**config.mk**
```make
export PLATFORM = sky130hd
export DESIGN_NAME = instr_mem_loader
export DESIGN_NICKNAME = d
export VERILOG_FILES = /design/src/rtl/instr_mem_loader.sv
export SDC_FILE = /design/constraint.sdc
export NUM_CORES = 1
export LEC_CHECK = 0
export BUFFER_PORTS_ARGS = -buffer_cell sky130_fd_sc_hd__buf_4
export CAP_MARGIN = 20
export CELL_PAD_IN_SITES_DETAIL_PLACEMENT = 1
export CELL_PAD_IN_SITES_GLOBAL_PLACEMENT = 1
export CORE_UTILIZATION = 41
export DETAILED_ROUTE_END_ITERATION = 6
export GPL_ROUTABILITY_DRIVEN = 0
export PLACE_DENSITY = 0.89
export SLEW_MARGIN = 25
export SYNTH_ARGS = -nofsm -noshare
export SYNTH_HDL_FRONTEND = slang
export SYNTH_SLANG_ARGS = --single-unit
```
**constraint.sdc**
```tcl
create_clock -name clk -period 3.6 [get_ports clk]
set_input_delay 0.36 -clock clk [delete_from_list [all_inputs] [get_ports clk]]
set_output_delay 0.36 -clock clk [all_outputs]
set_load 0.03 [all_outputs]
```
**src/rtl/instr_mem_loader.sv**
```systemverilog
// instr_mem_loader
//   Writer side of the 8 x 20 asynchronous instruction RAM. Decoded
//   instruction fields arrive over a valid/ready handshake. Each accepted
//   instruction is packed into the 20-bit format and written to
//   consecutive RAM addresses, starting from 0. Every write uses a
//   setup / pulse / release sequence, so address and data stay stable
//   around the single-cycle write-enable pulse.
//
// Parameters
//   AW      RAM address width
//   DEPTH   number of instruction slots (DEPTH <= 2**AW)
//
// Ports
//   clk, rst_n          clock, asynchronous active-low reset
//   start               begin a load session (honoured in IDLE or DONE)
//   in_valid/in_ready   field handshake
//   in_we,in_op,in_d1,
//   in_d2,in_rd         fields packed {we, op, d1, d2, rd}
//   in_last             final instruction of the session
//   ram_we,ram_addr,
//   ram_din             RAM write port (all registered)
//   count               words written in this session
//   busy, done, full,
//   err                 session status
module instr_mem_loader #(
    parameter int AW    = 3,
    parameter int DEPTH = 8
) (
    input  logic          clk,
    input  logic          rst_n,
    input  logic          start,
    input  logic          in_valid,
    output logic          in_ready,
    input  logic          in_we,
    input  logic [3:0]    in_op,
    input  logic [4:0]    in_d1,
    input  logic [4:0]    in_d2,
    input  logic [4:0]    in_rd,
    input  logic          in_last,
    output logic          ram_we,
    output logic [AW-1:0] ram_addr,
    output logic [19:0]   ram_din,
    output logic [AW:0]   count,
    output logic          busy,
    output logic          done,
    output logic          full,
    output logic          err
);

    localparam logic [2:0] S_IDLE    = 3'd0;
    localparam logic [2:0] S_ACCEPT  = 3'd1;
    localparam logic [2:0] S_SETUP   = 3'd2;
    localparam logic [2:0] S_PULSE   = 3'd3;
    localparam logic [2:0] S_RELEASE = 3'd4;
    localparam logic [2:0] S_DONE    = 3'd5;

    localparam logic [AW:0] FULL_CNT = (AW+1)'(DEPTH);

    logic [2:0] state;
    logic       last_q;

    // Status outputs decode the state register only, so no input reaches
    // them combinationally.
    assign in_ready = (state == S_ACCEPT);
    assign done     = (state == S_DONE);
    assign busy     = (state == S_ACCEPT) || (state == S_SETUP) ||
                      (state == S_PULSE)  || (state == S_RELEASE);

    // count doubles as the write pointer. It is always below DEPTH while a
    // word is being accepted, so the low AW bits are the target address.
    always_ff @(posedge clk or negedge rst_n) begin
        if (!rst_n) begin
            state    <= S_IDLE;
            last_q   <= 1'b0;
            ram_we   <= 1'b0;
            ram_addr <= '0;
            ram_din  <= '0;
            count    <= '0;
            full     <= 1'b0;
            err      <= 1'b0;
        end else begin
            case (state)
                S_IDLE: begin
                    if (start) begin
                        state <= S_ACCEPT;
                        count <= '0;
                        full  <= 1'b0;
                        err   <= 1'b0;
                    end
                end
                S_ACCEPT: begin
                    if (in_valid) begin
                        ram_din  <= {in_we, in_op, in_d1, in_d2, in_rd};
                        ram_addr <= count[AW-1:0];
                        last_q   <= in_last;
                        state    <= S_SETUP;
                    end
                end
                S_SETUP: begin
                    // Raise the write enable one cycle after address/data settle.
                    ram_we <= 1'b1;
                    state  <= S_PULSE;
                end
                S_PULSE: begin
                    ram_we <= 1'b0;
                    state  <= S_RELEASE;
                end
                S_RELEASE: begin
                    count <= count + 1'b1;
                    if (last_q) begin
                        state <= S_DONE;
                    end else if (count + 1'b1 == FULL_CNT) begin
                        full  <= 1'b1;
                        state <= S_DONE;
                    end else begin
                        state <= S_ACCEPT;
                    end
                end
                S_DONE: begin
                    // If start arrives together with in_valid, start wins.
                    if (start) begin
                        state <= S_ACCEPT;
                        count <= '0;
                        full  <= 1'b0;
                        err   <= 1'b0;
                    end else if (in_valid) begin
                        err <= 1'b1;
                    end
                end
                default: begin
                    state  <= S_IDLE;
                    ram_we <= 1'b0;
                end
            endcase
        end
    end

endmodule

```
* Word-level counts from Yosys, hierarchy flattened
Cells that the tools add are included.
Operators by class: reductions and logical operators 13, muxes and demuxes 15, $add $sub $neg 1, equality and inequality tests 12
Operator list (number):
- $pmux 3 s5 | 1
- $mux 3 | 4
- $pmux 4 s2 | 1
- $eq 3x2->1 const B | 2
- $eq 3x3->1 const B | 2
- $ne 2x2->1 const B | 3
- $pmux 1 s2 | 3
- $reduce_and 2->1 | 3
- $mux 1 | 5
- $add 4x1->4 const B | 1
- $eq 4x4->1 const B | 1
- $mux 4 | 1
- $ne 2x1->1 const B | 2
- $reduce_and 4->1 | 1
- $reduce_bool 2->1 | 2
- $reduce_or 4->1 | 1
- $eq 3x1->1 const B | 1
- $logic_not 3->1 | 1
- $logic_or 1x1->1 | 3
- $ne 3x3->1 const B | 1
- $reduce_and 3->1 | 1
- $reduce_or 2->1 | 1
Storage, ports and cells: bits in registers 34, logic and storage cells 49

* Logic depth before layout (Yosys ltp)
Gate-level depths: netlist (run 1).
depth in word-level cells 5, mapped depth 5

* Least setup slack after synthesis (run 1)
No wires, ideal clock.
path type register -> register, from register state[2], to register ram_addr[0], setup time 0.125 ns, path slack 1.786 ns, arrival 1.689 ns, cell stages (with the launch flop) 6, path through dfrtp_1 -> nor3b_2 -> and2_4 -> buf_6 -> buf_12 -> mux2_4
Between the ends: word-level cells in the longest chain between the ends 2
RTL lines:
- start: declaration | RTL line 59 | logic [2:0] state;
- start signal: assignment | RTL line 73 | state <= S_IDLE;
- start signal: assignment | RTL line 85 | state <= S_ACCEPT;
- start signal: assignment | RTL line 96 | state <= S_SETUP;
- $eq 3x1->1
- named net in_ready | RTL line 33 | output logic in_ready,
- $reduce_and 2->1 (no line)
- end signal: assignment | RTL line 94 | ram_addr <= count[AW-1:0];
- end: declaration | RTL line 41 | output logic [AW-1:0] ram_addr,
The timed path passes the listed nets, and every way through them passes these cells. A chain may end at the register's enable or synchronous reset.

* Worst setup path after layout (run 1)
from register state[0], to register last_q
Between the ends: word-level cells in the longest chain between the ends 2
RTL lines:
- $eq 3x1->1 | RTL line 82 | case (state)
- $reduce_and 2->1 (no line)
- end signal: assignment | RTL line 95 | last_q <= in_last;
- end: declaration | RTL line 60 | logic last_q;
No other way between the ends.

==> metrics, run 1 <==
outcome=finished clean; Synth top cells by count=dfrtp_1 (34), mux2_4 (20), nand2_1 (6), mux2_1 (4), o21ai_1 (4); CP max FO=24; most numerous cell in the Yosys netlist=dfrtp_1; maximum VDD drop=0.4719 mV; Hold Crit Class=in -> async; Min Hold Slack=19.31 ps; Hold Violations, Final=0; startpoint types=flop; Crit Path Class=reg -> reg; Synth Instances=110; RSZ-0062 raised after global routing=no; setup TNS=0 ps; total of max-cap violations=0; Clock Latency Late Sink=280 ps; chip width=63.59 um; CTS tree=built; global route hottest layer=met2; total CTS buffers=5; post-synthesis cell type count=33; crit path capture type=flop; vias in the first global route=1135; detailed placer's ending HPWL=2699 um; initial antenna violation count=0; GRT met1 Usage=25.15%; fin crit share=51.24%; total design power=2.140 mW; port buffer count=57; ant diodes=0; Slew HR=67.44%; wire length per cell=17.43 um; CTS H-tree lvls=2; DRC violations left=0; Top FF cell, synth=dfrtp_1; Syn Area/Cell=14.14 sq um; WP buf/inv=0; Core Area=3661 sq um; initial DRC count=40; post-route ant nets=0; Ys Warns=0; ys async rst share=100.0%; total die area=4044 sq um; f_max=0.5421 GHz; Critical Path RT=3760 ps; met3 Usage GRT=5.616%; nets=194; post-cts resize count=0; WL final=3765 um; CP cell instances=nor3b_2, and2_4, mux2_1; clock buffer depth=2; Core Rows=22; Crit-path slowest cell=dfrtp_1; net count after synthesis=136; clk root buf=clkbuf_8; first-pass GRT wire length=6072 um; max-slew violations=0; slowest stage delay, CP=570 ps; Initial Util=42.48%; I/O Pins=58; synthesized area=1555 sq um; hold_buf cts=0; measured slew at the worst slew-check pin=488.5 ps; grt met2 use=34.44%; flops & latches, synth=34; Die Y-Extent=63.59 um; Final Core Density=56.22%; Tot GR Track Use=20.37%; Final Skew=1.605 ps; critical path arrival=2000 ps; Via density=5.028; Clock Sinks=34; sequential element share of the synthesized area=54.71%; post-synth top area share=54.71%; Final setup violation count=0; DR vias=1086; minimum clock period=1845 ps; drt pass-1 iters=4; fraction of layout instances using a drive strength above 1=51.79%; top post-synthesis cells by area=dfrtp_1 (55%), mux2_4 (19%), mux2_1 (2.9%), buf_12 (2.6%), nand2_1 (1.4%); setup bufs post-CTS=0; Remaining Overflow, GRT=0; number of synthesized flops with an enable pin=0; delay-heaviest family, CP=simple AND/OR/NAND/NOR gates; Pleak=1.007 nW; Pwr Density=1040 nW/um^2; clock slew at reported path FFs=70 ps; Area Growth Syn to Fin=32.34%; area leader, netlist=dfrtp_1; pin count of the biggest net entering global routing=35
## power breakdown
group          leakage (nW)  switching (mW)  internal, mW
Sequential            0.419           0.174         0.553
Combinational         0.545           0.613         0.542
Clock                0.0438           0.129         0.129
## flip-flops by register name, indices dropped and copies added (netlist names)
name,cells
full,1
err,1
ram_din,20
ram_we,1
count,4
state,3
ram_addr,3
last_q,1
## worst paths after layout
check	start	end	slack, ps	cells after the start
max	state[0]$_DFFE_PN0P_	last_q$_DFFE_PN0P_	1760	3
max in group asynchronous	rst_n	ram_addr[0]$_DFFE_PN0P_	3270	1
min reg2reg	ram_addr[1]$_DFFE_PN0P_	ram_addr[1]$_DFFE_PN0P_	500	1
max reg2reg	state[0]$_DFFE_PN0P_	last_q$_DFFE_PN0P_	1760	3
min	rst_n	ram_din[16]$_DFFE_PN0P_	20	1
min in group clk	in_op[1]	ram_din[16]$_DFFE_PN0P_	310	2
## final cells by class
class                      instances  area, sq um
timing repair buffer              57        427.9
inverter                           1        3.754
clock inverter                     2        10.01
fill                             388         1603
tap                               48        60.06
multi-input combinational         69        636.9
sequential                        34        850.8
clock buffer                       5        68.82
## through the flow
| step | area, sq um | cells | setup WS (ps) |
|---|---|---|---|
| floorplan | 1555 | 110 | 1786 |
| global placement | 1979 | 209 | 1917 |
| detailed placement | 1979 | 209 | 1770 |
| CTS | 2058 | 216 | 1726 |
| global route | 2058 | 216 | 1670 |
| finish | 2058 | 216 | 1755 |
## kinds of logic after synthesis
kind of cell / after synthesis / share of synthesized area, %
mux: 25 / 22.93
fa+ha+maj: 1 / 0.8044
compound gates: 17 / 7.080
simple gates: 24 / 9.010
xor+xnor: 2 / 1.127
buf+inv: 7 / 4.344
flops: 34 / 54.71
## cells in the final DEF, fill, tap and decap left out, types with 2 or more instances in the layout
master,instances
nor2_1,3
o31ai_1,2
nand2_1,6
o21ai_1,4
dfrtp_1,34
mux2_1,4
xnor2_1,2
a21oi_1,2
o21ai_0,3
nand2b_1,2
mux2_4,20
clkinv_2,2
clkbuf_8,5
nand3b_1,3
nand3_1,3
buf_4,57
## routing by layer
metal  routed length (um)  up-vias  share of wire [%]
met1                 1548      542                 41
met2                 1966       36                 52
met4                   49        0                1.3
li1                     -      503                  -
met5                    0        -                  0
met3                  200        5                5.3
No activity file was read; power rests on OpenSTA's default activity.
==> inputs of run 2 (changes only) <==
--- a/config.mk
+++ b/config.mk
@@ -5,14 +5,15 @@
 export SDC_FILE = /design/constraint.sdc
 export NUM_CORES = 1
 export LEC_CHECK = 0
+export ABC_AREA = 1
 export BUFFER_PORTS_ARGS = -buffer_cell sky130_fd_sc_hd__buf_4
 export CAP_MARGIN = 20
 export CELL_PAD_IN_SITES_DETAIL_PLACEMENT = 1
 export CELL_PAD_IN_SITES_GLOBAL_PLACEMENT = 1
-export CORE_UTILIZATION = 41
+export CORE_UTILIZATION = 34
 export DETAILED_ROUTE_END_ITERATION = 6
 export GPL_ROUTABILITY_DRIVEN = 0
-export PLACE_DENSITY = 0.89
+export PLACE_DENSITY = 0.83
 export SLEW_MARGIN = 25
 export SYNTH_ARGS = -nofsm -noshare
 export SYNTH_HDL_FRONTEND = slang
==> constraint.sdc (replaced) <==
create_clock -name clk -period 1.85 [get_ports clk]
set_input_delay 0.185 -clock clk [delete_from_list [all_inputs] [get_ports clk]]
set_output_delay 0.185 -clock clk [all_outputs]
set_load 0.03 [all_outputs]
==> run 2 against run 1 <==
Effect of this change: setup slack worse by 1500 ps; non-clock buffer count up 2; flip-flop and latch count unchanged; sequential share of layout area up 0.87 points; hold slack better by 110 ps; clock skew up 3.5 ps; global-route usage down 1.4 points; critical path type is now reg -> out; largest power group unchanged; highest routed layer unchanged.
==> metrics, run 2 <==
delay-heaviest family, CP=buffers and inverters; minimum clock period=1616 ps; Final Skew=5.108 ps; Synth Instances=172; Sw Share=46.33%; metal3 WL=198 um; Die Y-Extent=67.56 um; Core Area=4058 sq um; chip width=67.56 um; max reg flops=20; ys async rst share=100.0%; Pleak=1.143 nW; CTS H-tree lvls=2; number of synthesized flops with an enable pin=0; Syn Area/Cell=8.497 sq um; setup bufs post-CTS=0; NetSw=1.700 mW; DRC violations left=0; Tot GR Track Use=18.98%; RSZ-0062 raised after global routing=no; internal power=1.969 mW; Remaining Overflow, GRT=0; total die area=4564 sq um; commonest non-fill, non-tap cell in the layout=nand2_1; synthesized area=1461 sq um; pin count of the biggest net entering global routing=35; setup TNS=0 ps; max-slew violations=0; DR vias=1359; fraction of layout instances using a drive strength above 1=29.61%; Top FF cell, synth=dfrtp_1; Hold Crit Class=in -> reg; wire length per cell=13.80 um; flops & latches, synth=34; I/O Pins=58; initial antenna violation count=0; Worst path most repeated cell=inv_2; initial DRC count=35; Clock Sinks=34; Core Rows=23; ant diodes=0; vias in the first global route=1404; Crit Path Class=reg -> out; Top reg by flops=ram_din; post-route ant nets=0; post-synthesis cell type count=16; startpoint types=flop; crit path capture type=output port; f_max=0.6189 GHz; measured slew at the worst slew-check pin=432.9 ps; detailed placer's ending HPWL=2879 um; WP buf/inv=3; Area Growth Syn to Fin=37.93%; worst reg2reg setup slack=360 ps; clk root buf=clkbuf_8; CTS tree=built; drt pass-1 iters=4; post-synth top area share=58.22%; CP cell instances=inv_2, nor2_2, nand2_1, inv_2, buf_4; biggest regs=ram_din: 20 flops, count: 4 flops; total CTS buffers=5; Logic pwr share=50.2%; Max Used Layer=met4; total design power=3.669 mW; area leader, netlist=dfrtp_1; clock buffer depth=2; WL final=3905 um; sequential share of power=34.3%; sequential element share of the synthesized area=58.22%; CP max FO=16; top post-synthesis cells by area=dfrtp_1 (58%), nand2_1 (17%), nand3_1 (9.2%), inv_1 (3.6%), o21ai_0 (2.4%); Clock Latency Late Sink=290 ps; Slew HR=71.14%; Crit-path slowest cell=dfrtp_1; slowest stage delay, CP=400 ps; fin crit share=87.34%; clock slew at reported path FFs=70 ps; Via density=4.802; clock power share=15.5%; outcome=finished clean; port buffer count=57; most frequent cells in the layout=nand2_1 (67), buf_4 (58), dfrtp_1 (34), nand3_1 (27), inv_1 (14); critical path arrival=1430 ps; total of max-cap violations=0; Critical Path RT=1660 ps; Synth top cells by count=nand2_1 (67), dfrtp_1 (34), nand3_1 (27), inv_1 (14), o21ai_0 (7); Hold Violations, Final=0; net count after synthesis=198; first-pass GRT wire length=6292 um; Final setup violation count=0; Initial Util=36.02%; wl on met1=1679 um; Pwr Density=1820 nW/um^2; nets=258; Min Hold Slack=127.4 ps; most numerous cell in the Yosys netlist=nand2_1; Ys Warns=0; WL met2=1972 um; maximum VDD drop=0.6736 mV
==> run 2: worst paths after layout <==
check | cells past startpoint | endpoint | start
hold / removal | 3 | ram_din[13]$_DFFE_PN0P_ | in_d1[3]
max in group asynchronous | 2 | err$_DFFE_PN0P_ | rst_n
setup / recovery | 5 | in_ready | state[0]$_DFFE_PN0P_
setup reg to reg | 7 | last_q$_DFFE_PN0P_ | state[0]$_DFFE_PN0P_
hold reg to reg | 2 | ram_din[8]$_DFFE_PN0P_ | ram_din[8]$_DFFE_PN0P_
min in group asynchronous | 2 | count[1]$_DFFE_PN0P_ | rst_n
==> run 2: final cells by class <==
type | instances | area (sq um)
well taps | 50 | 62.56
repair buffers | 59 | 445.4
flip-flops and latches | 34 | 850.8
clock buffers | 7 | 86.33
multi-input cells | 116 | 505.5
inverters | 16 | 60.06
clock inverters | 1 | 5.005
fillers | 495 | 2042
==> run 2: cell families (layout without fill, tap and decap cells) <==
logic type,count (synthesis),in the layout,synth area share [%]
simple gates,103,103,29.62
compound gates,12,12,4.109
buf+inv,22,83,7.192
flops,34,34,58.22
fa+ha+maj,1,1,0.8560
==> run 2: layer usage <==
| metal | up-vias | track usage [%] |
|---|---|---|
| met1 | 659 | 22.69 |
| met2 | 36 | 31.93 |
| met4 | 0 | 9.309 |
| met3 | 6 | 4.054 |
| li1 | 658 | - |
| met5 | - | 0 |
==> run 2: power by group through the flow <==
stage	Sequential, mW	Clock, mW	Combinational, mW
finish	1.26	0.568	1.84
global route	1.30	0.609	2.01
CTS	1.26	0.578	1.87
detailed placement	1.27	0	1.86
global placement	1.25	0	1.79
floorplan	1.74	0	0.686
==> run 2: worst register-to-register path, stage by stage, from the launching register on <==
cell	delay [ps]
dfrtp_1	400
inv_2	60
nor2_2	90
nand2_1	100
inv_2	260
nand2_4	260
nor2_1	150
a21oi_1	50
==> run 2: repair_timing <==
| item | CTS | global route |
|---|---|---|
| resized for setup | 0 | 0 |
| endpoints found under the hold margin | 34 | 0 |
| hold buffers | 1 | 0 |
==> run 2: per-stage QoR <==
stage	utilization [%]	setup slack [ps]	instances	cell area [sq um]
floorplan	-	640.1	172	1461
global placement	47.18	471.4	274	1914
detailed placement	47.18	365.7	274	1914
CTS	49.68	234.5	283	2016
global route	49.68	156.0	283	2016
finish	49.68	234.3	283	2016
